$ cat config.mk
export PLATFORM = sky130hd
export DESIGN_NAME = mem_stage_lsu
export DESIGN_NICKNAME = d
export VERILOG_FILES = /design/src/rtl/mem_stage_lsu_pkg.sv /design/src/rtl/mem_stage_lsu_watchdog.sv /design/src/rtl/mem_stage_lsu.sv
export SDC_FILE = /design/constraint.sdc
export NUM_CORES = 1
export LEC_CHECK = 0
export ABC_CLOCK_PERIOD_IN_PS = 2300
export CAP_MARGIN = 15
export CORE_MARGIN = 1
export CORE_UTILIZATION = 26
export CTS_CLUSTER_SIZE = 14
export DETAILED_ROUTE_END_ITERATION = 8
export PLACE_DENSITY_LB_ADDON = 0.15
export SLEW_MARGIN = 20
export SYNTH_ARGS = -nofsm -noshare
export SYNTH_HDL_FRONTEND = slang
export SYNTH_SLANG_ARGS = --single-unit
$ cat constraint.sdc
create_clock -name ACLK -period 2.3 [get_ports ACLK]
set_input_delay 0.345 -clock ACLK [delete_from_list [all_inputs] [get_ports ACLK]]
set_output_delay 0.345 -clock ACLK [all_outputs]
set_load 0.005 [all_outputs]
$ cat src/rtl/mem_stage_lsu_pkg.sv
// Shared pipeline types for the MEM stage: data/enable types, writeback select, LSU FSM states.
package mem_stage_lsu_pkg;

  typedef logic [31:0] data_t;
  typedef logic        enable_t;

  localparam enable_t ENABLE  = 1'b1;
  localparam enable_t DISABLE = 1'b0;

  typedef enum logic [1:0] {
    WB_DATA_SEL_ALU = 2'd0,
    WB_DATA_SEL_MEM = 2'd1,
    WB_DATA_SEL_PC  = 2'd2,
    WB_DATA_SEL_IMM = 2'd3
  } wb_data_sel_t;

  // Deterministic idle value driven when no load data is being returned
  localparam data_t DATA_UNKNOWN = '0;

  typedef enum logic [1:0] {
    IDLE,
    WAIT_GNT,
    WAIT_RVALID
  } lsu_state_t;

  function automatic data_t word_align(input data_t addr);
    return {addr[31:2], 2'b00};
  endfunction

endpackage

$ cat src/rtl/mem_stage_lsu_watchdog.sv
// Wait-state watchdog: counts cycles spent waiting, pulses timeout on the TIMEOUT_CYCLES-th one.
module lsu_watchdog #(
  parameter int unsigned TIMEOUT_CYCLES = 255,
  parameter int unsigned CNT_W          = 16
) (
  input  logic ACLK,
  input  logic ARESETn,
  input  logic clr,
  input  logic en,
  output logic timeout
);

  logic [CNT_W-1:0] cnt_q;

  always_ff @(posedge ACLK or negedge ARESETn) begin
    if (!ARESETn)  cnt_q <= '0;
    else if (clr)  cnt_q <= '0;
    else if (en)   cnt_q <= cnt_q + CNT_W'(1);
  end

  // cnt_q holds the number of earlier wait cycles, so this fires on wait cycle number TIMEOUT_CYCLES
  assign timeout = en && (cnt_q == CNT_W'(TIMEOUT_CYCLES - 1));

endmodule

$ cat src/rtl/mem_stage_lsu.sv
// MEM-stage load/store unit with req/gnt/rvalid data port, stall generation and a watchdog.
// Optional misaligned-access trap: define MEM_MISALIGN_TRAP_EN.
module mem_stage_lsu
  import mem_stage_lsu_pkg::*;
#(
  parameter int unsigned TIMEOUT_CYCLES = 255,
  parameter int unsigned CNT_W          = 16
) (
  input  logic         ACLK,
  input  logic         ARESETn,
  input  data_t        alu_result_i,
  input  enable_t      mem_write_c_i,
  input  data_t        mem_write_data_i,
  input  wb_data_sel_t wb_data_sel_c_i,
  input  enable_t      reg_write_c_i,
  output logic         dmem_req_o,
  output logic         dmem_we_o,
  output data_t        dmem_addr_o,
  output data_t        dmem_wdata_o,
  input  logic         dmem_gnt_i,
  input  logic         dmem_rvalid_i,
  input  data_t        dmem_rdata_i,
  output data_t        mem_read_data_o,
  output enable_t      reg_write_c_o,
  output enable_t      stall_c_o,
  output logic         bus_err_o
`ifdef MEM_MISALIGN_TRAP_EN
 ,output logic         misalign_o
`endif
);

  lsu_state_t state_q, state_d;
  logic  is_store, is_load, access, misaligned, access_ok;
  logic  req_c, stall_c, abort, wd_clr, wd_en, wd_timeout;
  data_t rd_c;

  assign is_store = mem_write_c_i;
  assign is_load  = !mem_write_c_i && (wb_data_sel_c_i == WB_DATA_SEL_MEM);
  assign access   = is_store || is_load;

`ifdef MEM_MISALIGN_TRAP_EN
  assign misaligned = (state_q == IDLE) && access && (alu_result_i[1:0] != 2'b00);
  assign misalign_o = misaligned && ARESETn;
`else
  assign misaligned = 1'b0;
`endif

  assign access_ok = access && !misaligned;

  always_comb begin
    state_d = state_q;
    req_c   = 1'b0;
    stall_c = 1'b0;
    rd_c    = DATA_UNKNOWN;
    abort   = 1'b0;
    case (state_q)
      IDLE: begin
        if (access_ok) begin
          req_c = 1'b1;
          if (is_store) begin
            if (!dmem_gnt_i) begin
              stall_c = 1'b1;
              state_d = WAIT_GNT;
            end
          end else begin
            stall_c = 1'b1;
            state_d = dmem_gnt_i ? WAIT_RVALID : WAIT_GNT;
          end
        end
      end
      WAIT_GNT: begin
        req_c = 1'b1;
        if (dmem_gnt_i) begin
          if (is_store) begin
            state_d = IDLE;
          end else begin
            stall_c = 1'b1;
            state_d = WAIT_RVALID;
          end
        end else if (wd_timeout) begin
          abort   = 1'b1;
          state_d = IDLE;
        end else begin
          stall_c = 1'b1;
        end
      end
      WAIT_RVALID: begin
        if (dmem_rvalid_i) begin
          rd_c    = dmem_rdata_i;
          state_d = IDLE;
        end else if (wd_timeout) begin
          abort   = 1'b1;
          state_d = IDLE;
        end else begin
          stall_c = 1'b1;
        end
      end
      default: state_d = IDLE;
    endcase
  end

  always_ff @(posedge ACLK or negedge ARESETn) begin
    if (!ARESETn) state_q <= IDLE;
    else          state_q <= state_d;
  end

  always_ff @(posedge ACLK or negedge ARESETn) begin
    if (!ARESETn)   bus_err_o <= 1'b0;
    else if (abort) bus_err_o <= 1'b1;
  end

  // Each wait state gets a fresh budget, including the WAIT_GNT -> WAIT_RVALID hop
  assign wd_en  = (state_q != IDLE);
  assign wd_clr = (state_d != IDLE) && (state_d != state_q);

  lsu_watchdog #(
    .TIMEOUT_CYCLES(TIMEOUT_CYCLES),
    .CNT_W         (CNT_W)
  ) u_watchdog (
    .ACLK   (ACLK),
    .ARESETn(ARESETn),
    .clr    (wd_clr),
    .en     (wd_en),
    .timeout(wd_timeout)
  );

  assign dmem_req_o      = req_c && ARESETn;
  assign dmem_we_o       = req_c && is_store && ARESETn;
  assign dmem_addr_o     = word_align(alu_result_i);
  assign dmem_wdata_o    = mem_write_data_i;
  assign mem_read_data_o = rd_c;
  assign stall_c_o       = stall_c && ARESETn;
  assign reg_write_c_o   = reg_write_c_i && !abort && !misaligned && ARESETn;

endmodule
; After elaboration in Yosys (flattened, before gate mapping)
; Cells that the tools add are included.
[classes]
multipliers = 0
bitwise_logic = 0
n_lt_le_gt_ge = 0
n_addsub = 1
reduce_logical = 16
n_div = 0
n_eq_ne = 5
mux = 27
shifts = 0
[op_table]
columns = operator, n
row1 = $mux 32, 2
row2 = $mux 16, 2
row3 = $add 16x1->16 const B, 1
row4 = $eq 16x8->1 const B, 1
row5 = $mux 2, 8
row6 = $mux 1, 11
row7 = $logic_and 1x1->1, 9
row8 = $pmux 2 s3, 1
row9 = $reduce_bool 2->1, 3
row10 = $eq 2x1->1 const B, 2
row11 = $pmux 1 s2, 2
row12 = $pmux 1 s3, 1
row13 = $eq 2x2->1 const B, 1
row14 = $logic_not 1->1, 2
row15 = $logic_not 2->1, 1
row16 = $ne 2x2->1, 1
row17 = $logic_or 1x1->1, 1
[totals]
in_bits = 104
regBits = 19
latch_bits = 0
rom_bits = 0
word_cells = 52
memories = 0
out_inout_bits = 101
ram_bits = 0

; Depth between registers and ports, before layout
; Gate-level depths: netlist of the first run.
[depth]
word_depth = 8
depth_mapped = 9
ltp_nobuf = 8

; Modules after synthesis
; From an unflattened synthesis of the first run, not the netlist that was laid out.
[unflattened]
cells_unflattened = 240
area_unflattened_um2 = 1991.9
[by_module_without_submodules]
columns = module, area_each_um2, seq_area_each_um2, cells_per_inst, instances
row1 = mem_stage_lsu, 1127.3, 75.1, 150, 1
row2 = lsu_watchdog, 864.6, 400.4, 90, 1

; Worst setup path after synthesis of the first run
; Ideal clock, no wire load.
[synth_path]
path_type = register to register
startpoint = reg u_watchdog.cnt_q[9]
endpoint = reg u_watchdog.cnt_q[10]
stages_incl_launch_ff = 8
synth_period_minus_slack_ns = 2.515
slack_ns = -0.215
setup_time_ns = 0.071
arrival_ns = 2.444
path_buffers = 1
cell_sequence = dfrtp_1 -> or4_1 -> or4_4 -> and3_4 -> o2111a_1 -> a311o_2 -> buf_6 -> nor2_1
[synth_via]
elab_chain_len = 8
elab_cells_between_ends = 13
[synth_rtl]
columns = item, line
row1 = "start, declared", mem_stage_lsu_watchdog.sv:13  ; logic [CNT_W-1:0] cnt_q;
row2 = "start signal, assigned", mem_stage_lsu_watchdog.sv:18  ; else if (en) cnt_q <= cnt_q + CNT_W'(1);
row3 = $eq 16x8->1, mem_stage_lsu_watchdog.sv:22  ; assign timeout = en && (cnt_q == CNT_W'(TIMEOUT_CYCLES - 1));
row4 = $logic_and 1x1->1, mem_stage_lsu_watchdog.sv:22
row5 = $mux 2, "mem_stage_lsu.sv:80, mem_stage_lsu.sv:91"
row6 = "$mux 2, on equally long branches", "mem_stage_lsu.sv:88, mem_stage_lsu.sv:73"
row7 = $pmux 2 s3, mem_stage_lsu.sv:56  ; case (state_q)
row8 = $ne 2x2->1 / $reduce_bool 2->1 (equally long branches), mem_stage_lsu.sv:114  ; assign wd_clr = (state_d != IDLE) && (state_d != state_q);
row9 = $logic_and 1x1->1, mem_stage_lsu.sv:114
row10 = $mux 16 / $reduce_bool 2->1 (equally long branches), n/a
; Several ways; a longest one is shown, not always the timed one. The select of a mux whose other input is x is not followed.
; A chain may end at the register's enable or synchronous reset.

; Worst setup path after layout of the first run
[layout_path]
startpoint = reg u_watchdog.cnt_q[15]
endpoint = reg u_watchdog.cnt_q[4]
[layout_via]
elab_chain_len = 8
elab_cells_between_ends = 11
[layout_rtl]
columns = item, line
row1 = $eq 16x8->1 *, mem_stage_lsu_watchdog.sv:22
row2 = $logic_and 1x1->1 *, mem_stage_lsu_watchdog.sv:22
row3 = $mux 2 *, "mem_stage_lsu.sv:80, mem_stage_lsu.sv:91"
row4 = "$mux 2, on equally long branches", "mem_stage_lsu.sv:88, mem_stage_lsu.sv:73"
row5 = $pmux 2 s3 *, mem_stage_lsu.sv:56
row6 = $ne 2x2->1 / $reduce_bool 2->1 (equally long branches), mem_stage_lsu.sv:114
row7 = $logic_and 1x1->1 *, mem_stage_lsu.sv:114
row8 = $mux 16 / $reduce_bool 2->1 (equally long branches), n/a
; Every way passes the cells marked *; elsewhere a longest branch is shown, timed or not.

==> results of run 1 <==
## kinds of logic (layout without fill, tap and decap cells)
logic type,after synthesis,count (layout)
xor+xnor,14,14
buf+inv,78,125
fa+ha+maj,6,6
flops,19,19
compound gates,19,20
other cells,1,2
simple gates,101,101
mux,1,1
## cells in the final DEF, fill, tap and decap left out, drive strengths merged, types with 2 or more instances in the layout
cell type and count:
o21a 2, clkbuf 4, nand3 2, inv 5, conb 2, or4 3, buf 39, xnor2 4
xor2 10, nand2b 3, clkdlybuf4s50 73, ha 6, nor3 4, nor2b 3, nand4 3, a311o 3
a21oi 6, nand2 16, or2 2, nor2 28, dfrtp 19, and3 34, o21ai 2
## report_power, final
part           switching [mW]  internal [mW]
registers              0.0231          0.379
logic                   0.583          0.687
clock network           0.112          0.120
## worst max-delay path: cells and delay by family (launching register included)
| kind | cells | cell delay [ns] |
|---|---|---|
| and+or+nand+nor | 4 | 1.39 |
| AOI/OAI and AO/OA | 2 | 0.68 |
| DFF | 1 | 0.38 |
| buffers and inverters | 1 | 0.14 |
## per-stage QoR
step	setup slack, ns	TNS [ns]
final	-0.3573	-6.202
after global routing	-0.4501	-7.474
after CTS	-0.4402	-6.969
after detailed placement	-0.3027	-4.549
after global placement	-0.2674	-4.060
after floorplan	-0.2027	-2.425
## final cells by class
class	instances	area, um2
clock inverters	1	5.005
clock buffers	3	41.29
inverters	5	18.77
flip-flops and latches	19	475.5
well taps	96	120.1
fillers	720	4207
multi-input cells	144	939.7
repair buffers	116	1100
## per-layer routing
layer,up-vias,wire length [um],track usage
met3,12,703,0.06919
met1,809,2326,0.1613
met2,102,2605,0.2259
met4,0,70,0.03577
li1,837,-,-
met5,-,0,0
## repair_timing
action | CTS | global route
setup endpoints to repair | 51 | 51
gates cloned | 1 | 1
resized for setup | 15 | 6
pin swaps | 15 | 4
setup buffers | 5 | 3
## sequential cells by signal, indices dropped and copies added (netlist names)
name,flops
u_watchdog.cnt_q,16
state_q,2
bus_err_o,1
## final timing paths
check	from	end	slack [ns]	cells after the start
min in group asynchronous	ARESETn	u_watchdog.cnt_q[8]	0.62	2
worst min register to register	bus_err_o	bus_err_o	0.49	1
worst max-delay path	u_watchdog.cnt_q[15]	u_watchdog.cnt_q[4]	-0.36	7
worst max register to register	u_watchdog.cnt_q[15]	u_watchdog.cnt_q[4]	-0.36	7
max in group asynchronous	ARESETn	u_watchdog.cnt_q[11]	1.54	2
worst min-delay path	bus_err_o	bus_err_o	0.49	1
==> flow_summary.ini, run 1 <==
[run_status]
status = finished with violations
violations = negative setup slack

[placed_design]
hpwl_um = 4255
io_buffers = 76
placed_cell_area_mm2 = 0.002489
numPlacedInstances = 370
place.gp.congestion = 0.7988

[critical_path]
worst_ep_required_time_ns = 2.49
crit_path_start_kind = flop
cpMaxStageDelayCell = or4_4
cp_max_fo = 8
worstSetupEndpointType = flop
path_cells = or4_1 -> or4_4 -> buf_6 -> and3_4 -> o2111a_1 -> a311o_2 -> nor2_1
critPathKind = flop to flop
critical_path_arrival_ns = 2.85
critPathMaxStageDelay_ns = 0.58

[floorplan]
core_area_mm2 = 0.006907
die_h_um = 87.33
top_level_ports = 205
dieArea_mm2 = 0.007627
die_width_um = 87.33
rows = 30
initial_core_util = 0.2741

[final_layout]
final_cells = 384
syn2layout_area_growth_pct = 42.63
final_area_mm2 = 0.002700
n_antenna_cell = 0
nNetsFinal = 399
utilization = 0.3909
drive_gt1_frac = 0.2049

[route]
drt.antenna.violating_nets = 0
drc = 0
drt_wl_total_um = 5705
drtPass1Iterations = 4
vias = 1760
detailedRoute.firstIterationViolations = 44
wl_per_cell_um = 14.86
via_per_inst = 4.583

[yosys]
synth-seq-cells = 19
synth_top_area_share = 0.2538
synthMuxAreaShare = 0.005288
synth_compound_area_frac = 0.07138
synth_top_family_by_area = buffers and inverters
synth_commonest_cells = buf_4 (64), and3_1 (32), nor2_1 (28)
synth_flop_cell = dfrtp_1
synth_area_leader_cell = buf_4
ys_types = 38
synth_enable_flop_cells = 0
synth_seq_area_share = 0.2512
avgSynthCellArea_um2 = 7.921
synth_xor_xnor_area_share = 0.06477
synthCells = 239
synth_area_mm2 = 0.001893
synthAdderAreaFrac = 0.03966
synth-simple-area-share = 0.2802
ys.warnings.count = 0
async_reset_ff_frac = 1.000
netlist_top_cells_area = buf_4 (25%), dfrtp_1 (25%), and3_1 (11%)
yosysMostFrequentCell = buf_4

[clock_tree]
cts_buffers = 3
cts.sinks = 19
cts_tree = done
clock_path_buffers = 2
cts_hold_buffers = 0
cts_root_buffer = clkbuf_8
path_clk_slew_ns = 0.07
cts-htree-levels = 1
clk_latency_ns = 0.25

[power]
p_leak_nw = 1.263
finalPower_mw = 1.904
power_density_mw_per_mm2 = 705.1
ir_drop_mv = 0.4231

[sta]
setup_viol = 18
slew_violations = 0
finalWorstSetupSlack_ns = -0.3573
rsz0062_at_grt = true
tightest_slew_ns = 0.4983
fin_skew_ns = 0.001122
whs_ns = 0.4905
slew_headroom = 0.6649
fin_crit_sh = 1.155
finalHoldViolations = 0
fmax_ghz = 0.3763
fin_crit_ns = 2.657

[global_route]
antenna_found_initial = 0
grt_use_total = 0.1386
grt_pass1_wl_um = 8259
gr-total-overflow = 0
grt_pass1_vias = 1651
grt_start_max_net_pins = 33

[job]
cap_viol_max_count = 0

[hold_path]
hold_path_class = flop to flop
Note: power is estimated with default switching activity, not from simulation.
==> inputs of run 2 (changes only) <==
CORE_UTILIZATION = 27   (was 26)
SYNTH_HIERARCHICAL = 1   (was not set)
==> run 2 against run 1 <==
The flow still finishes with violations (negative setup slack). Maximum frequency shrank 11%. Worst setup slack lost 0.31 ns. Utilization grew 4.6 points. Critical path depth grew 5. Die area grew 1.3%. Area after synthesis grew 5.2%. Count of clock-buffer cells in the layout grew 1. Register-to-register slack lost 0.31 ns. Synthesized cell count grew 0.42%. Via count grew 2.7%. Wire length grew 19%.
==> flow_summary.ini, run 2 <==
[floorplan]
core_area_mm2 = 0.006944
top_level_ports = 205
initial_core_util = 0.2868
die_width_um = 87.89
die_h_um = 87.89
dieArea_mm2 = 0.007725
rows = 30

[yosys]
synth-seq-cells = 19
yosysMostFrequentCell = buf_4
synth_xor_xnor_area_share = 0.04837
synth_commonest_cells = buf_4 (65), and3_1 (30), dfrtp_1 (19)
synth_enable_flop_cells = 0
synth-simple-area-share = 0.2569
synth_area_leader_cell = buf_4
synthAdderAreaFrac = 0.05025
ys_types = 44
synth_flop_cell = dfrtp_1
netlist_top_cells_area = buf_4 (24%), dfrtp_1 (24%), and3_1 (9.4%)
avgSynthCellArea_um2 = 8.300
async_reset_ff_frac = 1.000
synth_top_family_by_area = buffers and inverters
synth_seq_area_share = 0.2387
synthMuxAreaShare = 0.02136
synth_top_area_share = 0.2450
synthCells = 240
synth_area_mm2 = 0.001992
ys.warnings.count = 6
synth_compound_area_frac = 0.1011

[hold_path]
hold_path_class = flop to flop

[route]
via_per_inst = 4.648
drt_wl_total_um = 6780
drc = 0
detailedRoute.firstIterationViolations = 42
wl_per_cell_um = 17.43
drt.antenna.violating_nets = 0
drtPass1Iterations = 4
vias = 1808

[placed_design]
placed_cell_area_mm2 = 0.002694
io_buffers = 76
hpwl_um = 5219
place_ws_ns = -0.7109
place.gp.congestion = 0.8202

[final_layout]
layout.cells.most_common = clkdlybuf4s50_1
top_register = u_watchdog/cnt_q
n_antenna_cell = 0
final_area_mm2 = 0.003032
largest_register_ffs = 16
final_cell_mix = clkdlybuf4s50_1 (58), buf_4 (37), and3_1 (29)
drive_gt1_frac = 0.2969
syn2layout_area_growth_pct = 52.20
nNetsFinal = 406
reg.largest.list = u_watchdog/cnt_q x16, state_q x2, bus_err_o x1

[global_route]
grt_busiest_layer = met2
grt_pass1_vias = 1822
grt_start_max_net_pins = 33
met3_usage = 0.07069
gr-total-overflow = 0
grt_use_total = 0.1714
use_met2 = 0.2734
grt_pass1_wl_um = 9873
grt.met1_usage = 0.2055
antenna_found_initial = 0

[critical_path]
reg2reg_to = u_watchdog/cnt_q[15]
startpoint = u_watchdog/cnt_q[8]
critPathKind = flop to flop
critical_path_arrival_ns = 3.12
crit_path_start_kind = flop
worst_ep_required_time_ns = 2.45
rr_startpoint = u_watchdog/cnt_q[8]
crit_path_end = u_watchdog/cnt_q[15]
cp_max_fo = 4
worstSetupEndpointType = flop
worstRegToRegCells = 12
r2r_slack_ns = -0.67

[power]
ir_drop_mv = 0.8282
power_density_mw_per_mm2 = 740.9
p_leak_nw = 1.616

[sta]
slew_violations = 0
slew_headroom = 0.6726
tightest_slew_ns = 0.4774
finalHoldViolations = 0
finalWorstSetupSlack_ns = -0.6706
whs_ns = 0.4678
fin_skew_ns = 0.001650
fin_crit_ns = 2.971
setup_viol = 18
setup_tns_ns = -8.865
fmax_ghz = 0.3366
fin_crit_sh = 1.292
rsz0062_at_grt = true

[clock_tree]
cts_tree = done
clock_path_buffers = 2
cts_root_buffer = clkbuf_8
cts.sinks = 19
cts_buffers = 3
path_clk_slew_ns = 0.07
clk_latency_ns = 0.26
cts-htree-levels = 1
cts_hold_buffers = 0

[run_status]
violations = negative setup slack
status = finished with violations

[job]
cap_viol_max_count = 0
run 2: cell types whose count changed after synthesis, moves of 5 or more:
cell	before	now
xnor2_1	4	9
xor2_1	10	2
nand2_1	16	7
inv_1	5	10
nor2_1	28	17
run 2: timing repair:
item,4_1_cts,5_1_grt
pin swaps,8,7
buffers inserted,3,1
resized for setup,18,39
setup endpoints to repair,50,36
cloned,1,0
run 2: per-stage QoR:
step / cells / utilization / total power, mW
2_1_floorplan: 241 / - / 1.213
3_3_place_gp: 380 / 0.3879 / 1.677
3_5_place_dp: 380 / 0.3879 / 1.678
4_1_cts: 388 / 0.4114 / 2.105
5_1_grt: 389 / 0.4366 / 2.410
6_report: 389 / 0.4366 / 2.246
run 2: area by class of cell:
class	instances	area [um2]
well taps	96	120.1
flip-flops and latches	19	475.5
multi-input cells	139	1149
fillers	697	3913
repair buffers	121	1205
inverters	10	37.54
clock buffers	4	45.04
run 2: worst min path at each step:
stage                         start   endpoint  slack (ns)  depth (start not counted)
after floorplan             ARESETn  bus_err_o        0.05                          0
after global placement    bus_err_o  bus_err_o        0.46                          1
after detailed placement  bus_err_o  bus_err_o        0.46                          1
after CTS                 bus_err_o  bus_err_o        0.48                          1
after global routing      bus_err_o  bus_err_o        0.53                          1
final                     bus_err_o  bus_err_o        0.47                          1
run 2: logic make-up after synthesis:
family,after synthesis
adders and majority gates,8
muxes,4
DFF,19
AOI/OAI and AO/OA,24
and+or+nand+nor,90
other,1
xor gates and xnor gates,11
buffers and inverters,83
run 2: per-layer routing:
layer	up-vias	wire, um
met5	-	0
met4	0	146
met3	19	783
met2	81	3116
met1	851	2734
li1	857	-
run 2: power by group:
group          internal, mW  leakage, nW  switching [mW]  total, mW
combinational         0.852         1.33           0.743       1.59
clock                 0.123       0.0228           0.114      0.238
sequential            0.386        0.259          0.0281      0.414
run 2: critical path, cell delays in order (launching register included):
cell and delay, ns:
dfrtp_1 0.37, or4_1 0.55, nor3_2 0.25, mux2i_1 0.13
o2bb2ai_2 0.16, o2bb2ai_4 0.15, a32oi_2 0.26, o31ai_4 0.14
buf_6 0.14, o211ai_4 0.22, nor2_4 0.07, nand3_1 0.08
mux2_2 0.34
==> RTL change 1, RTL diff (settings of run 2) <==
Reset style: synchronous (`ARESETn`), changed in 3 clocked blocks.
--- a/src/rtl/mem_stage_lsu_watchdog.sv
+++ b/src/rtl/mem_stage_lsu_watchdog.sv
@@ -12,7 +12,7 @@
 
   logic [CNT_W-1:0] cnt_q;
 
-  always_ff @(posedge ACLK or negedge ARESETn) begin
+  always_ff @(posedge ACLK) begin
     if (!ARESETn)  cnt_q <= '0;
     else if (clr)  cnt_q <= '0;
     else if (en)   cnt_q <= cnt_q + CNT_W'(1);
--- a/src/rtl/mem_stage_lsu.sv
+++ b/src/rtl/mem_stage_lsu.sv
@@ -99,12 +99,12 @@
     endcase
   end
 
-  always_ff @(posedge ACLK or negedge ARESETn) begin
+  always_ff @(posedge ACLK) begin
     if (!ARESETn) state_q <= IDLE;
     else          state_q <= state_d;
   end
 
-  always_ff @(posedge ACLK or negedge ARESETn) begin
+  always_ff @(posedge ACLK) begin
     if (!ARESETn)   bus_err_o <= 1'b0;
     else if (abort) bus_err_o <= 1'b1;
   end
Behaviour: differs if ARESETn is asserted again (counterexample within 4 cycles, from zero or initial values and one cycle with ARESETn low); with ARESETn held inactive, the same outputs for 10 cycles.
==> RTL change 1 against run 2 <==
  * The run still ends with negative setup slack left
  * Wire length down 14%
  * Sequential cell count is the same
  * Setup slack better by 0.50 ns
  * Cell area down 8.3%
  * Fmax up 20%
  * Area after synthesis shrank 6.7%
Power is not compared: it rests on default switching activity, and its combinational part moved more than twofold at a synthesized area within 25%.
==> RTL change 1: results (changes against run 2) <==
[run_status]
outcome = finished with violations
violations = negative setup slack

[placement]
dp_hpwl_um = 4430  ; -15%

[finish]
final_layout_size_suffix_gt1_share_pct = 28.3  ; -1.4 points
fillers = 650  ; -6.7%

[yosys]
synthAdderAreaFrac_pct = 4.71  ; -0.31 points
synth_xor_area_share_pct = 5.18  ; +0.35 points
synth-compound-area-share_pct = 9.42  ; -0.69 points
muxShareOfSynthArea_pct = 0  ; -2.1 points
synthArstFlopShare_pct = 0  ; -100 points
synth_top_cells_by_area = buf_4 (26%), dfxtp_1 (20%), and3_1 (12%)

[sta]
setup_viol = 17  ; -1
whs_ns = 0.508  ; +0.0402 ns
clock_skew_ns = 0.00499  ; +0.00334 ns
worst_slack_ns = -0.168  ; +0.503 ns

[route]
wl_per_cell_um = 16.2  ; -6.9%
dr_wl_met2_um = 2780  ; -11%
first_iter_violations = 38  ; -9.5%

[worst_setup_path]
slowest_stage = dfxtp_2
critPathMaxStageDelay_ns = 0.33  ; -0.22 ns
path_max_fanout = 6  ; +2

[clock_tree]
cts_resized = 16  ; -2

[global_routing]
grtUsageMet2_pct = 26.2  ; -1.2 points
grt_pass1_wl_um = 8950  ; -9.4%
grt_max_degree = 34  ; +3.0%

[worst_hold_path]
worstHoldPathCells = 2  ; +1

RTL change 1: cell type report:
type	count	share of cell area, %
clock buffers	4	1.62
inverters	11	1.67
multi-input cells	139	40.0
flip-flops and latches	19	14.0
well taps	77	3.47
repair buffers	110	39.2
RTL change 1: cell families (layout without fill, tap and decap cells):
group / Yosys count / in the layout
AND/OR/NAND/NOR: 92 / 92
buffers and inverters: 84 / 125
AO/OA/AOI/OAI: 27 / 27
flip-flops: 19 / 19
XOR/XNOR: 11 / 11
adder cells (fa/ha/maj): 7 / 7
other: 1 / 2
RTL change 1: per-stage QoR:
step | TNS [ns] | cells | utilization [%] | instance area (um2)
after global placement | -3.03 | 351 | 38.3 | 2490
final | -2.30 | 360 | 42.8 | 2780
after global routing | -4.38 | 360 | 42.8 | 2780
after floorplan | -4.09 | 242 | - | 1940
after detailed placement | -3.59 | 351 | 38.3 | 2490
after CTS | -2.10 | 358 | 40.3 | 2620
==> RTL change 2, RTL diff (config.mk and constraints of run 2) <==
Made on the original files. `CNT_W` is set to 16 in 2 places; all go to 18.
--- a/src/rtl/mem_stage_lsu_watchdog.sv
+++ b/src/rtl/mem_stage_lsu_watchdog.sv
@@ -1,7 +1,7 @@
 // Wait-state watchdog: counts cycles spent waiting, pulses timeout on the TIMEOUT_CYCLES-th one.
 module lsu_watchdog #(
   parameter int unsigned TIMEOUT_CYCLES = 255,
-  parameter int unsigned CNT_W          = 16
+  parameter int unsigned CNT_W          = 18
 ) (
   input  logic ACLK,
   input  logic ARESETn,
--- a/src/rtl/mem_stage_lsu.sv
+++ b/src/rtl/mem_stage_lsu.sv
@@ -4,7 +4,7 @@
   import mem_stage_lsu_pkg::*;
 #(
   parameter int unsigned TIMEOUT_CYCLES = 255,
-  parameter int unsigned CNT_W          = 16
+  parameter int unsigned CNT_W          = 18
 ) (
   input  logic         ACLK,
   input  logic         ARESETn,
Check against the original RTL: same outputs for any inputs over 10 cycles, from zero or initial values and one cycle with ARESETn low; that may be too few to reach the edited logic, so the function may still have changed.
==> RTL change 2 against run 2 <==
  * Largest power group unchanged
  * Critical path type unchanged
  * Cell count increased by 6.2%
  * Cell area increased by 6.5%
  * Setup slack got worse by 0.021 ns
  * Synthesized cell count increased by 2.5%
  * The run still ends with negative setup slack left
  * Power increased by 8.3%
  * Sequential cell count increased by 2
  * Critical path depth increased by 3
  * Sequential power increased by 7.7%
  * Wire length decreased by 2.7%
  * Area after synthesis increased by 4.6%
==> RTL change 2: results (changes against run 2) <==
[power_and_ir_drop]
p_leak_nw = 1.77  ; +9.4%
powerClk_mw = 0.252  ; +6%
p_comb_mw = 1.73  ; +9%
p_int_mw = 1.50  ; +11%
pwr_density_cell_nw_per_um2 = 753  ; +1.7%
ir_worst_vdd_v = 0.000400  ; -52%

[finish]
reg_top3 = u_watchdog/cnt_q: 18 flops, state_q: 2 flops, bus_err_o: 1 flops
fin_nets = 427  ; +5.2%
multi_input_area_um2 = 1180  ; +2.9%
insertedDiodeCount = 0  ; unchanged
final_layout_size_suffix_gt1_share_pct = 34.1  ; +4.4 points
fillers = 719  ; +3.2%

[sta]
worst_slack_ns = -0.692  ; -0.0212 ns
whs_ns = 0.472  ; +0.00382 ns
setup_tns_ns = -9.49  ; -0.620 ns
slew_headroom_pct = 67.5  ; +0.21 points
setup_viol = 20  ; +2
clock_skew_ns = 0.000948  ; -0.000702 ns

[global_routing]
grt_pass1_vias = 1857  ; +1.9%
antenna_found_initial = 0  ; unchanged
grt_max_degree = 32  ; -3.0%
grt_pass1_wl_um = 9790  ; -0.83%
grtUsageTotal_pct = 14.9  ; -2.3 points

[worst_setup_path]
critPathMaxStageDelay_ns = 0.39  ; -0.16 ns
reg2reg_depth = 15  ; +3
endpoint = u_watchdog/cnt_q[12]$_DFFE_PN0P_
cpLargestDelayFamily = compound AO/OA/AOI/OAI gates
critPathKind = reg -> reg
slowest_stage = dfrtp_1
crit_start = u_watchdog/cnt_q[14]$_DFFE_PN0P_
crit_arrival_ns = 3.15  ; +0.03 ns

[clock_tree]
path_clk_slew_ns = 0.08
cts_made_buffers = 3  ; unchanged
htreeDepth = 1  ; unchanged
cts.path.max_buffers = 2  ; unchanged

[placement]
place_area_um2 = 2820  ; +4.8%
place_ws_ns = -0.796  ; -0.0847 ns
port-buffer-count = 76  ; unchanged
dp.cells = 395  ; +3.9%
dp_hpwl_um = 4760  ; -8.8%
gp_congestion = 0.739  ; -9.9%

[route]
drt-vias-per-instance = 4.65  ; about the same
vias = 1919  ; +6.1%
first_iter_violations = 47  ; +12%
wl_per_cell_um = 16.0  ; -8.4%

[run_status]
outcome = finished with violations
violations = negative setup slack

[yosys]
synthesis.instances = 246  ; +2.5%
synth_common_cells = buf_4 (66), and3_1 (33), dfrtp_1 (21)
synth_top_cells_by_area = dfrtp_1 (25%), buf_4 (24%), and3_1 (9.9%)
ys_types = 43  ; -2.3%
ys_warn_count = 6  ; unchanged
ys_seq_area_share_pct = 25.2  ; +1.4 points

## RTL change 2: layer usage
layer	up-vias	GRT usage, %	routed length (um)
met4	0	3.01	104
met5	-	0	0
met3	16	5.25	513
met2	78	27.5	3380
li1	914	-	-
met1	911	16.2	2600
## RTL change 2: kinds of logic after synthesis
logic type	Yosys count	synth area share (%)
AND/OR/NAND/NOR	91	26.3
flip-flops	21	25.2
XOR/XNOR	12	5.05
AO/OA/AOI/OAI	30	10.8
other	1	0.180
adder cells (fa/ha/maj)	8	4.80
buffers and inverters	81	26.7
multiplexers	2	0.961
## RTL change 2: repair_timing
item,CTS,global route
endpoints found under the setup margin,52,39
pin swaps,15,15
gates cloned,1,2
buffers inserted,6,8
gates resized for setup,20,41
## RTL change 2: final cells by class
cell class	instances	share of cell area, %
timing repair buffer	137	41.0
multi-input combinational	145	36.6
sequential	21	16.3
tap	99	3.84
clock buffer	3	1.28
inverter	7	0.814
clock inverter	1	0.155
